File: src/rtl/rnd_pkg.sv
// Shared widths, rounding-mode encodings and the request bundle type used by
// the rounder arbiter and other shared FPU resources.
package rnd_pkg;

  localparam int ER_W   = 13;
  localparam int FR_W   = 57;
  localparam int FLR_W  = 58;
  localparam int RM_W   = 2;
  localparam int FP_W   = 64;
  localparam int FLAG_W = 5;

  localparam logic [RM_W-1:0] RM_RNE = 2'b00;
  localparam logic [RM_W-1:0] RM_RTZ = 2'b01;
  localparam logic [RM_W-1:0] RM_RUP = 2'b10;
  localparam logic [RM_W-1:0] RM_RDN = 2'b11;

  typedef struct packed {
    logic             db;
    logic             s;
    logic [ER_W-1:0]  er;
    logic [FR_W-1:0]  fr;
    logic [FLR_W-1:0] flr;
    logic [RM_W-1:0]  rm;
    logic             ovfen;
    logic             unfen;
  } rnd_req_t;

endpackage

File: src/rtl/rr_arb.sv
// Combinational round-robin picker: scans from ptr with wrap, returns a one-hot
// grant, its index, and the pointer to use next cycle when advance is set.
module rr_arb #(
  parameter int NREQ = 3,
  localparam int SRC_W = $clog2(NREQ)
) (
  input  logic [NREQ-1:0]  req,
  input  logic [SRC_W-1:0] ptr,
  input  logic             advance,
  output logic [NREQ-1:0]  grant,
  output logic [SRC_W-1:0] idx,
  output logic             found,
  output logic [SRC_W-1:0] ptr_nxt
);

  always_comb begin
    grant = '0;
    idx   = '0;
    found = 1'b0;
    for (int k = 0; k < NREQ; k++) begin
      if (!found && req[(int'(ptr) + k) % NREQ]) begin
        found = 1'b1;
        grant[(int'(ptr) + k) % NREQ] = 1'b1;
        idx = SRC_W'((int'(ptr) + k) % NREQ);
      end
    end
  end

  always_comb begin
    ptr_nxt = ptr;
    if (advance) ptr_nxt = (int'(idx) == NREQ - 1) ? '0 : idx + SRC_W'(1);
  end

endmodule

File: src/rtl/rnd_arbiter.sv
// Shares one combinational IEEE rounder among NREQ producers: round-robin pick,
// register onto rounder inputs, capture result. Optional RND_STICKY_FLAGS_EN.
module rnd_arbiter
  import rnd_pkg::*;
#(
  parameter int NREQ  = 3,
  parameter int TAG_W = 4,
  localparam int SRC_W = $clog2(NREQ)
) (
  input  logic                    clk,
  input  logic                    rst,
  input  logic [NREQ-1:0]         req_valid,
  output logic [NREQ-1:0]         req_ready,
  input  logic [NREQ-1:0]         req_db,
  input  logic [NREQ-1:0]         req_s,
  input  logic [NREQ*ER_W-1:0]    req_er,
  input  logic [NREQ*FR_W-1:0]    req_fr,
  input  logic [NREQ*FLR_W-1:0]   req_flr,
  input  logic [NREQ*RM_W-1:0]    req_rm,
  input  logic [NREQ-1:0]         req_ovfen,
  input  logic [NREQ-1:0]         req_unfen,
  input  logic [NREQ*TAG_W-1:0]   req_tag,
  output logic                    rnd_db,
  output logic                    rnd_s,
  output logic                    rnd_ovfen,
  output logic                    rnd_unfen,
  output logic [ER_W-1:0]         rnd_er,
  output logic [FR_W-1:0]         rnd_fr,
  output logic [FLR_W-1:0]        rnd_flr,
  output logic [RM_W-1:0]         rnd_rm,
  input  logic [FP_W-1:0]         rnd_fp,
  input  logic [FLAG_W-1:0]       rnd_ieeep,
  output logic                    res_valid,
  input  logic                    res_ready,
  output logic [FP_W-1:0]         res_fp,
  output logic [FLAG_W-1:0]       res_ieeep,
  output logic [SRC_W-1:0]        res_src,
  output logic [TAG_W-1:0]        res_tag,
  input  logic                    flag_clr,
  output logic [FLAG_W-1:0]       sticky_flags
);

  logic [NREQ-1:0]  grant;
  logic [SRC_W-1:0] win_idx, ptr, ptr_nxt, a_src;
  logic [TAG_W-1:0] a_tag;
  logic             any_req, a_valid, b_valid, a_free, b_free, accept, xfer, drain;
  rnd_req_t         sel, a_req;

  assign b_free = !b_valid || res_ready;
  assign a_free = !a_valid || b_free;
  // Gate with rst so nothing is offered while reset is held.
  assign accept = any_req && a_free && !rst;
  assign xfer   = a_valid && b_free;
  assign drain  = b_valid && res_ready;

  assign req_ready = accept ? grant : '0;
  assign res_valid = b_valid;

  rr_arb #(.NREQ(NREQ)) u_rr_arb (
    .req     (req_valid),
    .ptr     (ptr),
    .advance (accept),
    .grant   (grant),
    .idx     (win_idx),
    .found   (any_req),
    .ptr_nxt (ptr_nxt)
  );

  always_comb begin
    sel       = '0;
    sel.db    = req_db[win_idx];
    sel.s     = req_s[win_idx];
    sel.er    = req_er[win_idx*ER_W +: ER_W];
    sel.fr    = req_fr[win_idx*FR_W +: FR_W];
    sel.flr   = req_flr[win_idx*FLR_W +: FLR_W];
    sel.rm    = req_rm[win_idx*RM_W +: RM_W];
    sel.ovfen = req_ovfen[win_idx];
    sel.unfen = req_unfen[win_idx];
  end

  assign rnd_db    = a_req.db;
  assign rnd_s     = a_req.s;
  assign rnd_er    = a_req.er;
  assign rnd_fr    = a_req.fr;
  assign rnd_flr   = a_req.flr;
  assign rnd_rm    = a_req.rm;
  assign rnd_ovfen = a_req.ovfen;
  assign rnd_unfen = a_req.unfen;

  always_ff @(posedge clk or posedge rst) begin
    if (rst) begin
      ptr     <= '0;
      a_valid <= 1'b0;
      a_req   <= '0;
      a_src   <= '0;
      a_tag   <= '0;
    end else begin
      ptr <= ptr_nxt;
      if (accept) begin
        a_valid <= 1'b1;
        a_req   <= sel;
        a_src   <= win_idx;
        a_tag   <= req_tag[win_idx*TAG_W +: TAG_W];
      end else if (xfer) begin
        a_valid <= 1'b0;
      end
    end
  end

  always_ff @(posedge clk or posedge rst) begin
    if (rst) begin
      b_valid   <= 1'b0;
      res_fp    <= '0;
      res_ieeep <= '0;
      res_src   <= '0;
      res_tag   <= '0;
    end else if (xfer) begin
      b_valid   <= 1'b1;
      res_fp    <= rnd_fp;
      res_ieeep <= rnd_ieeep;
      res_src   <= a_src;
      res_tag   <= a_tag;
    end else if (drain) begin
      b_valid <= 1'b0;
    end
  end

`ifdef RND_STICKY_FLAGS_EN
  always_ff @(posedge clk or posedge rst) begin
    if (rst) sticky_flags <= '0;
    else if (flag_clr) sticky_flags <= drain ? res_ieeep : '0;
    else if (drain) sticky_flags <= sticky_flags | res_ieeep;
  end
`else
  logic unused_flag_clr;
  assign unused_flag_clr = flag_clr;
  assign sticky_flags    = '0;
`endif

endmodule

File: config.mk
export PLATFORM = sky130hd
export DESIGN_NAME = rnd_arbiter
export DESIGN_NICKNAME = d
export VERILOG_FILES = /design/src/rtl/rnd_pkg.sv /design/src/rtl/rr_arb.sv /design/src/rtl/rnd_arbiter.sv
export SDC_FILE = /design/constraint.sdc
export NUM_CORES = 1
export LEC_CHECK = 0
export ABC_AREA = 1
export CORE_AREA = 2 2 279 281
export CTS_CLUSTER_SIZE = 16
export DETAILED_ROUTE_END_ITERATION = 16
export DIE_AREA = 0 0 281 283
export SLEW_MARGIN = 40
export SYNTH_ARGS = -nofsm -noshare
export SYNTH_HDL_FRONTEND = slang
export SYNTH_SLANG_ARGS = --single-unit
File: constraint.sdc
create_clock -name clk -period 8.65 [get_ports clk]
set_input_delay 0.865 -clock clk [delete_from_list [all_inputs] [get_ports clk]]
set_output_delay 0.865 -clock clk [all_outputs]
set_load 0.02 [all_outputs]
==> results.sh, run 1 <==
export IMPL_power_switching_fraction_pct=49.6
export IMPL_fmax_ghz=0.206
export IMPL_fp_dieH_um=283
export IMPL_cpPeakStageDelay_ps=670
export IMPL_dieArea_um2=79500
export IMPL_grt_pass1_vias=13500
export IMPL_arrival_ps=4000
export IMPL_die_w_um=281
export IMPL_cts_resized=0
export IMPL_synth_top_cell_by_area="dfrtp_1"
export IMPL_vias_per_cell=3.93
export IMPL_hold_buffers=0
export IMPL_ir_drop_mv=0.263
export IMPL_cp_buffers_inverters=3
export IMPL_synth_edf_count=0
export IMPL_ys_flop_type="dfrtp_1"
export IMPL_cpMostUsedCell="nand3_2"
export IMPL_remaining_drc_errors=0
export IMPL_outcome="finished clean"
export IMPL_antenna_found_initial=4
export IMPL_p_int_w=0.00462
export IMPL_clockRootBuffer="clkbuf_16"
export IMPL_routedWlPerCell_um=16.6
export IMPL_rows=102
export IMPL_period_share_pct=56.2
export IMPL_slew_viol_final=0
export IMPL_syn_inst=1748
export IMPL_avgSynthCellArea_um2=7.58
export IMPL_instances_no_fill=3443
export IMPL_cp_start_kind="flop"
export IMPL_htreeDepth=1
export IMPL_yosys_top_cells_count="inv_1 (422), nand3_1 (285), a21oi_1 (269), dfrtp_1 (219), nand2_1 (173)"
export IMPL_first_iter_violations=464
export IMPL_hold_viol=0
export IMPL_final_setup_viol_count=0
export IMPL_clock_sinks=219
export IMPL_layout_min_cycle_time_ps=4860
export IMPL_worstSetupPathType="flop to output port"
export IMPL_crit_family="buffers and inverters"
export IMPL_path_max_fanout=47
export IMPL_postRouteAntennaNets=0
export IMPL_dp_hpwl_mm=40.9
export IMPL_grt_max_degree=83
export IMPL_placedCellCount=3390
export IMPL_place_gp_congestion=0.851
export IMPL_cp_end_kind="output port"
export IMPL_synthArstFlopShare_pct=100
export IMPL_max_cap_violations=0
export IMPL_gr_total_overflow=0
export IMPL_power_frac_comb_pct=66.8
export IMPL_worstPathRequired_ps=7790
export IMPL_yosys_warnings=0
export IMPL_hp_start="a_src[0]"
export IMPL_crit_chain="inv_1 -> ha_1 -> nand3_2 -> a21boi_2 -> nand3_2 -> nand3b_4 -> buf_4 -> a31oi_1 -> clkdlybuf4s50_1"
export IMPL_clock_latency_ps=580
export IMPL_finalNetCount=2876
export IMPL_reg2reg_from="ptr[0]"
export IMPL_clk_pin_slew_ps=60
export IMPL_synth_top_area_share_pct=41.3
export IMPL_grt_pass1_wl_mm=83.9
export IMPL_yosysSeqAreaShare_pct=41.3
export IMPL_synth_most_common_cell="inv_1"
export IMPL_clkPwrFrac_pct=13.3
export IMPL_clock_skew_ps=26.4
export IMPL_io_buffers=701
export IMPL_setup_tns_ps=0
export IMPL_cts_buffers=29
export IMPL_final_layout_size_suffix_gt1_share_pct=10.8
export IMPL_start_util_pct=17.3
export IMPL_synth_area_leaders="dfrtp_1 (41%), inv_1 (12%), nand3_1 (11%), a21oi_1 (10%), mux2_2 (5.9%)"
export IMPL_cellLeakagePower_nw=10.7
export IMPL_power_frac_seq_pct=20.0
export IMPL_ys_ff_latch=219
export IMPL_synth_area_um2=13300
export IMPL_cts_setup_buffers=0
export IMPL_min_path_type="flop to flop"
export IMPL_slew_headroom_pct=42.0
export IMPL_p_sw_w=0.00455
export IMPL_ios=708
export IMPL_drtPass1Iterations=5
export IMPL_rsz0062_at_grt="no"
export IMPL_max_slew_worst_pin_slew_ps=870
export IMPL_crit_start="ptr[0]"
export IMPL_core_area_um2=76700
export IMPL_crit_slowest_cell="clkdlybuf4s50_1"
export IMPL_grtUsageTotal_pct=13.7
export IMPL_synthDistinctLibCells=30
export IMPL_powerDensity_nw_per_um2=417
export IMPL_cts_tree="built"
export IMPL_area_growth_syn_to_layout_pct=66.0
export IMPL_via_count=13500
export IMPL_cts_path_max_buffers=3
export IMPL_wl_mm=57.1
## worst min-delay path: stages, from the launching register on
cell     delay, ps
dfrtp_1        340
nand2_1         50
o21ai_0         60
## kinds of logic (layout without fill, tap and decap cells)
kind of cell / count (synthesis) / after routing / share of synthesized area (%)
AO/OA/AOI/OAI: 294 / 294 / 11.5
adder cells (fa/ha/maj): 4 / 4 / 0.378
AND/OR/NAND/NOR: 609 / 609 / 23.0
multiplexers: 70 / 70 / 5.95
other: 1 / 7 / 0.0283
flip-flops: 219 / 219 / 41.3
buffers and inverters: 551 / 1200 / 17.8
## through the flow
stage | hold WS, ps | setup slack [ps] | util [%] | area, um2 | power, W
after floorplan | 449 | 1100 | - | 13300 | 0.00577
after global placement | 471 | 3680 | 27.4 | 21000 | 0.00803
after detailed placement | 477 | 3780 | 27.4 | 21000 | 0.00807
after CTS | 492 | 3650 | 28.7 | 22000 | 0.00935
after global routing | 514 | 3470 | 28.7 | 22000 | 0.00989
final | 489 | 3790 | 28.7 | 22000 | 0.00918
## registers in the layout (all words and copies together), names as in the netlist
register / cells
ptr: 2
rnd_flr: 58
res_valid: 1
rnd_fr: 57
res_fp: 64
res_ieeep: 5
a_valid: 1
rnd_db: 1
rnd_unfen: 1
rnd_er: 13
res_tag: 4
a_tag: 4
rnd_s: 1
res_src: 2
rnd_rm: 2
rnd_ovfen: 1
a_src: 2
## placed cells by master (no fill, tap or decap), drive strengths merged, types with 7 or more instances in the layout
cell / count
nand2: 178
o21ai: 12
nand3: 289
a21oi: 279
or2: 134
nor2: 7
buf: 17
clkdlybuf4s50: 701
mux2: 70
inv: 434
dfrtp: 219
clkbuf: 46
## cell type report
cell class | count | area (um2)
diodes | 2 | 5.00
inverters | 432 | 1630
clock inverters | 4 | 56.3
flip-flops and latches | 219 | 5480
clock buffers | 46 | 880
repair buffers | 718 | 7160
multi-input cells | 982 | 5490
well taps | 1040 | 1300
fillers | 8270 | 54700
## per-layer routing
layer / vias to the layer above / GRT usage [%] / share of wire [%]
li1: 6670 / - / -
met1: 6240 / 16.1 / 40
met2: 520 / 23.9 / 49
met3: 105 / 3.17 / 7.3
met4: 6 / 5.15 / 3.6
met5: - / 0 / 0.072
## power by group through the flow
stage               combinational, W  sequential [W]  clock, W
floorplan                    0.00334         0.00242         0
global placement             0.00620         0.00183         0
detailed placement           0.00622         0.00185         0
CTS                          0.00624         0.00184   0.00127
global route                 0.00668         0.00190   0.00130
finish                       0.00613         0.00183   0.00122
## final timing paths
check                               end  cells past startpoint  slack [ps]
min in group asynchronous    rnd_fr[50]                      2         710
min reg2reg                    a_src[0]                      2         490
max in group asynchronous    rnd_er[11]                      5        6470
max reg2reg                 rnd_flr[39]                     14        4680
min                            a_src[0]                      2         490
max                        req_ready[1]                      9        3790
(Power assumes the default switching activity.)
==> run 2, diff against run 1 <==
Settings changed: CORE_AREA 2 2 279 281 to 2 2 277 279, DIE_AREA 0 0 281 283 to 0 0 279 281.
Clock period 8.65 ns to 4.22 ns, I/O delays scaled along.
==> results.sh, run 2 (same netlist as run 1, synthesis figures left out) <==
export IMPL_cts_tree="built"
export IMPL_antenna_found_initial=4
export IMPL_slew_headroom_pct=47.4
export IMPL_grt_max_degree=114
export IMPL_area_growth_syn_to_layout_pct=67.7
export IMPL_final_setup_viol_count=0
export IMPL_clk_pin_slew_ps=60
export IMPL_cts_buffers=28
export IMPL_htreeDepth=1
export IMPL_grt_pass1_vias=13200
export IMPL_cellLeakagePower_nw=10.7
export IMPL_first_iter_violations=601
export IMPL_core_area_um2=75400
export IMPL_cts_resized=0
export IMPL_ir_drop_mv=0.459
export IMPL_max_cap_violations=0
export IMPL_start_util_pct=17.6
export IMPL_final_layout_size_suffix_gt1_share_pct=12.7
export IMPL_slew_viol_final=0
export IMPL_hold_viol=0
export IMPL_cpMostUsedCell="nand2_1"
export IMPL_routedWlPerCell_um=16.5
export IMPL_rows=101
export IMPL_max_slew_worst_pin_slew_ps=790
export IMPL_crit_cells=11
export IMPL_clock_sinks=219
export IMPL_ios=708
export IMPL_cp_end_kind="output port"
export IMPL_r2r_cells=12
export IMPL_worstSetupPathType="flop to output port"
export IMPL_io_buffers=701
export IMPL_crit_chain="inv_1 -> ha_1 -> inv_2 -> nand2_1 -> nand3_1 -> nand2_1 -> nand2_1 -> nor2_4 -> a22oi_1 -> a21oi_4 -> clkdlybuf4s50_1"
export IMPL_layout_min_cycle_time_ps=3520
export IMPL_path_max_fanout=9
export IMPL_crit_family="buffers and inverters"
export IMPL_min_path_type="primary input to async pin"
export IMPL_dp_hpwl_mm=40.5
export IMPL_powerDensity_nw_per_um2=865
export IMPL_via_count=13600
export IMPL_clockRootBuffer="clkbuf_16"
export IMPL_largest_reg_flops=64
export IMPL_period_share_pct=83.4
export IMPL_dieArea_um2=78400
export IMPL_drtPass1Iterations=5
export IMPL_remaining_drc_errors=0
export IMPL_cpPeakStageDelay_ps=670
export IMPL_arrival_ps=3100
export IMPL_cp_buffers_inverters=3
export IMPL_clock_latency_ps=580
export IMPL_dpl_cell_area_um2=21300
export IMPL_cts_path_max_buffers=3
export IMPL_postRouteAntennaNets=0
export IMPL_vias_per_cell=4.00
export IMPL_cts_setup_buffers=0
export IMPL_fmax_ghz=0.284
export IMPL_fin_ws_ps=699
export IMPL_grtUsageTotal_pct=13.5
export IMPL_final_cell_mix="clkdlybuf4s50_1 (701), inv_1 (389), nand3_1 (285)"
export IMPL_cp_start_kind="flop"
export IMPL_grt_pass1_wl_mm=82.2
export IMPL_layout_commonest_cell="clkdlybuf4s50_1"
export IMPL_setup_tns_ps=0
export IMPL_final_area_um2=22200
export IMPL_die_w_um=279
export IMPL_fp_dieH_um=281
export IMPL_finalNetCount=2889
export IMPL_rsz0062_at_grt="no"
export IMPL_crit_slowest_cell="clkdlybuf4s50_1"
export IMPL_gr_total_overflow=0
export IMPL_dp_slack_ps=1020
export IMPL_wl_mm=55.8
export IMPL_hold_buffers=0
export IMPL_worstPathRequired_ps=3800
export IMPL_outcome="finished clean"
export IMPL_place_gp_congestion=0.832
export IMPL_clock_skew_ps=17.0
export IMPL_regMostFlops="res_fp"
## run 2: cell count changes in the layout (fill, tap and decap cells not counted), sizes merged
cell and delta:
buf +14, bufinv +1, clkbuf -6, clkinv +2, clkinvlp +1, diode -1, inv -3
## run 2: tightest hold or removal path, delay by kind of cell
| kind | cells | cell delay, ps |
|---|---|---|
| buffers and inverters | 3 | 870 |
## run 2: area by class of cell
class | count | area [um2]
Inverter | 432 | 1630
Clock buffer | 40 | 796
Sequential cell | 219 | 5480
Tap cell | 978 | 1220
Clock inverter | 5 | 90.1
Fill cell | 8058 | 53200
Multi-Input combinational cell | 982 | 5620
Timing Repair Buffer | 732 | 7400
Antenna cell | 1 | 2.50
## run 2: stage by stage
stage	total power (W)	instances	utilization (%)	hold WS (ps)
after floorplan	0.0121	1752	-	449
after global placement	0.0170	3342	28.2	467
after detailed placement	0.0170	3342	28.3	472
after CTS	0.0196	3387	29.4	404
after global routing	0.0208	3389	29.5	419
final	0.0192	3389	29.5	385
## run 2: power breakdown
group	total, W	internal [W]	switching [W]	leakage, nW
sequential	0.00375	0.00322	0.000531	2.49
combinational	0.0131	0.00527	0.00781	7.82
clock	0.00240	0.00141	0.000986	0.432
## run 2: final timing paths
check | start | endpoint | slack [ps]
setup reg to reg | ptr[0] | rnd_flr[53] | 1130
max in group asynchronous | rst | rnd_fr[53] | 2940
hold / removal | rst | rnd_flr[38] | 390
setup / recovery | ptr[0] | req_ready[0] | 700
hold reg to reg | res_src[1] | res_src[1] | 480
min in group clk | rnd_ieeep[1] | res_ieeep[1] | 460
## run 2: routing by layer
| layer | vias up | GRT usage, % | share of wire, % |
|---|---|---|---|
| met3 | 80 | 3.09 | 7.1 |
| met2 | 464 | 22.8 | 48 |
| met4 | 4 | 4.20 | 2.8 |
| met1 | 6318 | 17.1 | 42 |
| met5 | - | 0 | 0.048 |
| li1 | 6690 | - | - |
==> run 3, diff against run 2 <==
Settings changed: CORE_AREA 2 2 277 279 to 2 2 279 281, DIE_AREA 0 0 279 281 to 0 0 281 283.
Clock period 4.22 ns to 3.6 ns, I/O delays scaled along.
==> results.sh, run 3 (same netlist as run 1, synthesis figures left out) <==
export IMPL_outcome="finished clean"
export IMPL_slew_viol_final=0
export IMPL_cts_tree="built"
export IMPL_grt_pass1_wl_mm=85.6
export IMPL_crit_chain="inv_1 -> ha_2 -> inv_2 -> nand2_1 -> nand3_1 -> nand2_1 -> nand2_1 -> nor2_4 -> a22oi_1 -> a21oi_4 -> clkdlybuf4s50_1"
export IMPL_max_slew_worst_pin_slew_ps=662
export IMPL_worstPathRequired_ps=3240
export IMPL_period_share_pct=94.2
export IMPL_cts_resized=0
export IMPL_dieArea_um2=79500
export IMPL_worstSetupPathType="flop to output port"
export IMPL_max_cap_violations=0
export IMPL_layout_commonest_cell="clkdlybuf4s50_1"
export IMPL_placedCellCount=3403
export IMPL_rows=102
export IMPL_p_int_w=0.0121
export IMPL_routedWlPerCell_um=16.7
export IMPL_final_area_um2=22600
export IMPL_crit_slowest_cell="clkdlybuf4s50_1"
export IMPL_dpl_cell_area_um2=21500
export IMPL_use_met2_pct=23.5
export IMPL_clockRootBuffer="clkbuf_16"
export IMPL_path_max_fanout=9
export IMPL_core_area_um2=76700
export IMPL_ir_drop_mv=0.902
export IMPL_use_met1_pct=17.7
export IMPL_postRouteAntennaNets=0
export IMPL_io_buffers=701
export IMPL_final_cell_mix="clkdlybuf4s50_1 (699), inv_1 (389), nand3_1 (285)"
export IMPL_dp_hpwl_mm=41.3
export IMPL_finalNetCount=2888
export IMPL_htreeDepth=1
export IMPL_ios=708
export IMPL_powerDensity_nw_per_um2=1030
export IMPL_wl_mm=57.8
export IMPL_cp_start_kind="flop"
export IMPL_drtPass1Iterations=5
export IMPL_clkPwrFrac_pct=13.9
export IMPL_slew_headroom_pct=55.9
export IMPL_grt_pass1_vias=13500
export IMPL_clock_sinks=219
export IMPL_rsz0062_at_grt="no"
export IMPL_area_growth_syn_to_layout_pct=70.1
export IMPL_dp_slack_ps=631
export IMPL_power_frac_seq_pct=19.2
export IMPL_cellLeakagePower_nw=10.9
export IMPL_clock_skew_ps=12.5
export IMPL_fp_dieH_um=283
export IMPL_clock_latency_ps=600
export IMPL_place_gp_congestion=0.924
export IMPL_cp_end_kind="output port"
export IMPL_antenna_found_initial=3
export IMPL_gr_total_overflow=0
export IMPL_final_layout_size_suffix_gt1_share_pct=12.9
export IMPL_setup_tns_ps=0
export IMPL_hold_buffers=0
export IMPL_remaining_drc_errors=0
export IMPL_min_path_type="primary input to async pin"
export IMPL_largest_reg_flops=64
export IMPL_grt_use_met3_pct=3.08
export IMPL_cpPeakStageDelay_ps=650
export IMPL_grt_max_degree=82
export IMPL_start_util_pct=17.3
export IMPL_via_count=13700
export IMPL_layout_min_cycle_time_ps=3390
export IMPL_p_sw_w=0.0112
export IMPL_grt_busiest_layer="met2"
export IMPL_clk_pin_slew_ps=60
export IMPL_cpMostUsedCell="nand2_1"
export IMPL_vias_per_cell=3.96
export IMPL_instances_no_fill=3459
export IMPL_final_setup_viol_count=0
export IMPL_arrival_ps=3030
export IMPL_cts_setup_buffers=0
export IMPL_hold_viol=0
export IMPL_cts_path_max_buffers=3
export IMPL_power_frac_comb_pct=66.9
export IMPL_fmax_ghz=0.295
export IMPL_power_switching_fraction_pct=48.1
export IMPL_regMostFlops="res_fp"
export IMPL_fin_ws_ps=208
export IMPL_cts_buffers=29
export IMPL_die_w_um=281
export IMPL_grtUsageTotal_pct=14.0
export IMPL_final_core_util_pct=29.4
export IMPL_first_iter_violations=567
[run 3: cell count changes in the layout (fill, tap and decap cells not counted), moves of 2 or more]
cell             previous run  this run
buf_4                      19        10
buf_12                     10        16
bufinv_16                   2         5
clkdlybuf4s50_1           701       699
clkinv_2                    1         3
diode_2                     1         3
dlymetal6s2s_1              0         2
[run 3: path summary, 6_finish.rpt]
path                                 to        from  slack [ps]  cells after the start
max                        req_ready[0]      ptr[0]         210                     11
min                            a_src[1]         rst         370                      3
max reg2reg                 rnd_flr[35]      ptr[0]         760                     15
min reg2reg                  res_src[1]  res_src[1]         480                      2
max in group asynchronous     rnd_er[6]         rst        2550                      4
min in group clk             res_fp[49]  rnd_fp[49]         370                      2
[run 3: power groups by stage]
stage	Clock, W	Sequential (W)	Combinational [W]
finish	0.00323	0.00446	0.0156
global route	0.00344	0.00461	0.0170
CTS	0.00336	0.00446	0.0158
detailed placement	0	0.00449	0.0158
global placement	0	0.00444	0.0158
floorplan	0	0.00584	0.00830
[run 3: worst max-delay path, delay by kind of cell (launching register included)]
| kind | cells | cell delay (ps) |
|---|---|---|
| flip-flops | 1 | 380 |
| AO/OA/AOI/OAI | 2 | 270 |
| buffers and inverters | 3 | 800 |
| AND/OR/NAND/NOR | 5 | 530 |
| adder cells (fa/ha/maj) | 1 | 430 |
[run 3: cell type report]
class | instances | area [um2]
Clock inverter | 10 | 194
Timing Repair Buffer | 730 | 7480
Antenna cell | 3 | 7.51
Sequential cell | 219 | 5480
Fill cell | 8145 | 54200
Inverter | 432 | 1630
Tap cell | 1040 | 1300
Multi-Input combinational cell | 982 | 5620
Clock buffer | 43 | 838
[run 3: metrics by stage]
| step | hold WS, ps | total power (W) |
|---|---|---|
| floorplan | 449 | 0.0141 |
| global placement | 467 | 0.0202 |
| detailed placement | 472 | 0.0203 |
| CTS | 320 | 0.0237 |
| global route | 334 | 0.0250 |
| finish | 370 | 0.0233 |
[run 3: layer usage]
metal	routed length (um)	part of all wire, %
met2	27800	48
met4	1820	3.1
met5	0	0
met1	24000	42
met3	4200	7.3
